**src/rtl/exec_cc_stage.sv**
```systemverilog
// Execute-stage back end: condition-code register, branch/cmov condition evaluation
// and a one-entry valid/ready slot toward the memory stage.
module exec_cc_stage #(
    parameter int unsigned W = 64
) (
    input  logic         clk,
    input  logic         rst,
    input  logic         flush,
    input  logic         in_valid,
    output logic         in_ready,
    input  logic [3:0]   in_icode,
    input  logic [3:0]   in_ifun,
    input  logic [W-1:0] in_alua,
    input  logic [W-1:0] in_alub,
    input  logic [W-1:0] in_vale,
    output logic         out_valid,
    input  logic         out_ready,
    output logic [3:0]   out_icode,
    output logic [W-1:0] out_vale,
    output logic         out_cnd,
    output logic         out_err,
    output logic         cc_zf,
    output logic         cc_sf,
    output logic         cc_of
);
    localparam logic [3:0] IC_CMOV = 4'd2;
    localparam logic [3:0] IC_OPQ  = 4'd6;
    localparam logic [3:0] IC_JXX  = 4'd7;

    logic accept_c;
    logic is_opq_c;
    logic is_cond_c;
    logic illegal_c;
    logic cc_wr_c;
    logic cond_c;
    logic cnd_c;
    logic zf_c;
    logic sf_c;
    logic of_c;
    logic unused_ok_c;

    // Only operand sign bits feed the overflow logic.
    assign unused_ok_c = ^{in_alua[W-2:0], in_alub[W-2:0]};

    // Full throughput: a draining slot can be refilled in the same cycle.
    assign in_ready = !out_valid || out_ready;

    // Accept, legality, condition (from pre-update flags) and new flag values.
    always_comb begin
        accept_c  = in_valid && in_ready && !flush;
        is_opq_c  = (in_icode == IC_OPQ);
        is_cond_c = (in_icode == IC_CMOV) || (in_icode == IC_JXX);
        illegal_c = (is_opq_c && (in_ifun > 4'd3)) || (is_cond_c && (in_ifun > 4'd6));
        cc_wr_c   = accept_c && is_opq_c && !illegal_c;

        cond_c = 1'b0;
        case (in_ifun)
            4'd0:    cond_c = 1'b1;
            4'd1:    cond_c = (cc_sf ^ cc_of) | cc_zf;
            4'd2:    cond_c = cc_sf ^ cc_of;
            4'd3:    cond_c = cc_zf;
            4'd4:    cond_c = ~cc_zf;
            4'd5:    cond_c = ~(cc_sf ^ cc_of);
            4'd6:    cond_c = ~(cc_sf ^ cc_of) & ~cc_zf;
            default: cond_c = 1'b0;
        endcase
        cnd_c = is_cond_c && !illegal_c && cond_c;

        zf_c = (in_vale == '0);
        sf_c = in_vale[W-1];
        of_c = 1'b0;
        case (in_ifun)
            4'd0:    of_c = (in_alua[W-1] == in_alub[W-1]) && (in_vale[W-1] != in_alua[W-1]);
            4'd1:    of_c = (in_alua[W-1] != in_alub[W-1]) && (in_vale[W-1] != in_alub[W-1]);
            default: of_c = 1'b0;
        endcase
    end

    // Slot and condition-code registers; data regs hold when the slot drains.
    always_ff @(posedge clk) begin
        if (rst) begin
            out_valid <= 1'b0;
            out_icode <= 4'd0;
            out_vale  <= '0;
            out_cnd   <= 1'b0;
            out_err   <= 1'b0;
            cc_zf     <= 1'b1;
            cc_sf     <= 1'b0;
            cc_of     <= 1'b0;
        end else begin
            if (accept_c) begin
                out_valid <= 1'b1;
                out_icode <= in_icode;
                out_vale  <= in_vale;
                out_cnd   <= cnd_c;
                out_err   <= illegal_c;
            end else if (out_ready || flush) begin
                out_valid <= 1'b0;
            end
            if (cc_wr_c) begin
                cc_zf <= zf_c;
                cc_sf <= sf_c;
                cc_of <= of_c;
            end
        end
    end
endmodule

```
**config.mk**
```make
export PLATFORM = sky130hd
export DESIGN_NAME = exec_cc_stage
export DESIGN_NICKNAME = d
export VERILOG_FILES = /design/src/rtl/exec_cc_stage.sv
export SDC_FILE = /design/constraint.sdc
export NUM_CORES = 1
export LEC_CHECK = 0
export CORE_MARGIN = 3
export CORE_UTILIZATION = 27
export DETAILED_ROUTE_END_ITERATION = 8
export PLACE_DENSITY_LB_ADDON = 0.05
export SLEW_MARGIN = 20
export SYNTH_ARGS = -nofsm -noshare
export SYNTH_HDL_FRONTEND = slang
export SYNTH_SLANG_ARGS = --single-unit
export TNS_END_PERCENT = 5
```
**constraint.sdc**
```tcl
create_clock -name clk -period 1.72 [get_ports clk]
set_input_delay 0.516 -clock clk [delete_from_list [all_inputs] [get_ports clk]]
set_output_delay 0.516 -clock clk [all_outputs]
set_load 0.005 [all_outputs]
```
==> impl_metrics.py <==
metrics = {
    "worst_setup_path": {
        "cp-start-kind": "primary input",
        "cp.arrival_ns": 2.01,
        "crit_path_max_fanout": 2,
        "cp_data_required_time_ns": 1.99,
        "end_kind": "flip-flop",
        "startpoint": "in_vale[56]",
        "path_class": "primary input to flip-flop",
        "r2r-start": "out_valid$_SDFFE_PP0P_",
    },
    "synthesis": {
        "yosysWarnings": 0,
        "syn_area_per_cell_um2": 7.72,
        "syn-num-nets": 569,
        "yosysUniqueCellTypes": 25,
        "netlist_area_um2": 2810,
        "ys_seq_area_share_pct": 52.7,
        "synth_cells": 364,
        "dominantRegCellSynth": "dfxtp_1",
        "ys_ff_latch": 74,
        "synth_edf_count": 0,
        "synthArstFlopShare_pct": 0,
    },
    "power_and_ir_drop": {
        "powerDensity_nw_per_um2": 740,
        "leakagePower_uw": 0.00264,
        "ir_drop_mv": 0.372,
    },
    "floorplanning": {
        "placementRows": 36,
        "die_area_um2": 11700,
        "fp.dieW_um": 108,
        "ioPinCount": 280,
        "die_height_um": 108,
        "initial_core_util_pct": 28.2,
        "core_um2": 9950,
    },
    "clocking": {
        "cts_tree": "yes",
        "clk_latency_ns": 0.35,
        "cts_hold_buf": 0,
        "root_buffer": "clkbuf_8",
        "htreeDepth": 3,
        "cts_made_buffers": 9,
        "path_clk_slew_ns": 0.08,
        "clockBufferDepth": 2,
        "clkSinkCount": 74,
    },
    "detailed_routing": {
        "totalWireLength_um": 10500,
        "vias_per_cell": 4.57,
        "wl_per_cell_um": 15.3,
        "drtIter0Drc": 139,
        "ant_nets": 0,
        "dr.pass1.iters": 4,
        "drc": 0,
        "via_count": 3143,
    },
    "min_path": {
        "hp-start": "rst",
        "holdCritPathClass": "primary input to flip-flop",
    },
    "grt": {
        "grtUsageTotal_pct": 17.3,
        "gr-total-overflow": 0,
        "grt_max_degree": 56,
        "antenna_found_initial": 0,
        "grt_pass1_wl_um": 15700,
        "grt_pass1_vias": 3053,
    },
    "layout": {
        "stdcell_count": 687,
        "design_area_um2": 5130,
        "final.fill_count": 987,
        "nNetsFinal": 754,
        "diodes": 0,
        "drive_gt1_share_pct": 16.6,
        "syn2layout_area_growth_pct": 82.8,
    },
    "placed_design": {
        "dpl_cell_area_um2": 4780,
        "dp_cells": 671,
        "globalplace.congestion": 0.761,
        "hpwl_um": 7370,
        "port_buffers": 153,
    },
    "job": {
        "drv_cap": 0,
    },
    "timing": {
        "finalHoldViolations": 0,
        "slew_headroom_pct": 78.3,
        "fin_crit_sh_pct": 101,
        "setup_violations": 3,
        "drv_slew": 0,
        "fmax_mhz": 573,
        "fin_skew_ns": 0.0131,
        "fin_ws_ns": -0.0244,
        "rsz0062_at_grt": "yes",
        "finalCriticalPeriod_ns": 1.74,
        "setup_tns_ns": -0.0455,
        "tightestPinTransition_ns": 0.320,
        "hold_slack_ns": 0.430,
    },
    "run_status": {
        "violations": "negative setup slack",
        "outcome": "finished with violations",
    },
}
==> flip-flops by register name, summed over array words and instances, names as in the netlist <==
name,flops
cc_of,1
cc_sf,1
cc_zf,1
out_cnd,1
out_err,1
out_icode,4
out_vale,64
out_valid,1
==> routing by layer <==
layer / track usage, % / vias to the layer above / wire length (um)
li1: - / 1594 / -
met1: 23.3 / 1401 / 4880
met2: 24.2 / 134 / 4230
met3: 7.94 / 14 / 1240
met4: 6.13 / 0 / 188
met5: 0 / - / 0
==> metrics by stage <==
step	utilization (%)	total power, uW	setup slack (ns)
after floorplan	-	2050	0.0387
after global placement	48.0	2520	-0.810
after detailed placement	48.0	2530	-0.859
after CTS	49.9	3840	-0.0385
after global routing	51.6	3990	-0.0675
final	51.6	3800	-0.0244
==> cells by family after synthesis <==
| kind of cell | share of synthesized area, % |
|---|---|
| mux | 0.356 |
| compound gates | 14.6 |
| buf+inv | 3.43 |
| flops | 52.7 |
| xor+xnor | 0.624 |
| simple gates | 28.3 |
==> final timing paths <==
check / endpoint / cells past startpoint / slack [ns]
min reg2reg: out_vale[60]$_SDFFE_PP0P_ / 2 / 0.45
max reg2reg: cc_of$_SDFFE_PP0P_ / 6 / 0.01
max: cc_zf$_SDFFE_PP1P_ / 5 / -0.02
min: out_icode[3]$_SDFFE_PP0P_ / 2 / 0.43
==> timing repair <==
action | 4_1_cts | 5_1_grt
buffers inserted | 1 | 1
hold endpoints to repair | 0 | 0
endpoints found under the setup margin | 118 | 89
gates resized for setup | 113 | 58
pin swaps | 22 | 16
cloned | 0 | 1
==> critical path, stage by stage <==
cell             delay, ns
clkdlybuf4s50_1       0.43
nor4_1                0.25
nand4_1               0.19
or4_1                 0.49
o21ai_1               0.13
==> report_power, final <==
group / switching (uW) / internal, uW / total [uW]
sequential: 33.2 / 1790 / 1820
combinational: 286 / 340 / 626
clock: 679 / 674 / 1350
==> synthesized netlist by cell type, drive strengths merged (3+ instances only) <==
| cell type | instances | area, um2 |
|---|---|---|
| nand4 | 5 | 37.5 |
| nand2 | 142 | 533 |
| nor2 | 5 | 18.8 |
| o21ai | 3 | 15.0 |
| dfxtp | 74 | 1480 |
| inv | 3 | 11.3 |
| nor2b | 4 | 25.0 |
| a21oi | 74 | 370 |
| clkbuf | 20 | 75.1 |
| nor4 | 17 | 106 |
==> cell type report <==
class                   instances  area, um2  share of cell area, %
clock buffers                  10        128                   2.49
clock inverters                 6       66.3                   1.29
inverters                       3       11.3                  0.219
multi-input cells             265       1350                   26.2
flip-flops and latches         74       1500                   29.2
well taps                     133        166                   3.24
repair buffers                196       1920                   37.4
==> cells in the final DEF (no fill, tap or decap), types with 2 or more instances in the layout <==
cell and n:
clkdlybuf4s15_1 6, nand2_1 142, nand4_1 4, clkbuf_8 9, nand3b_1 2, nor2_1 5
nor4_1 4, o21ai_0 2, clkdlybuf4s50_1 29, dfxtp_2 13, buf_12 2, buf_4 38
dlygate4sd2_1 75, nor4_4 2, dfxtp_1 61, nor4_2 11, buf_2 2, nor2b_4 2
a21oi_1 74, clkinvlp_4 3, inv_1 3, dlymetal6s2s_1 40, nor3_1 2
Note: power is estimated with default switching activity, not from simulation.
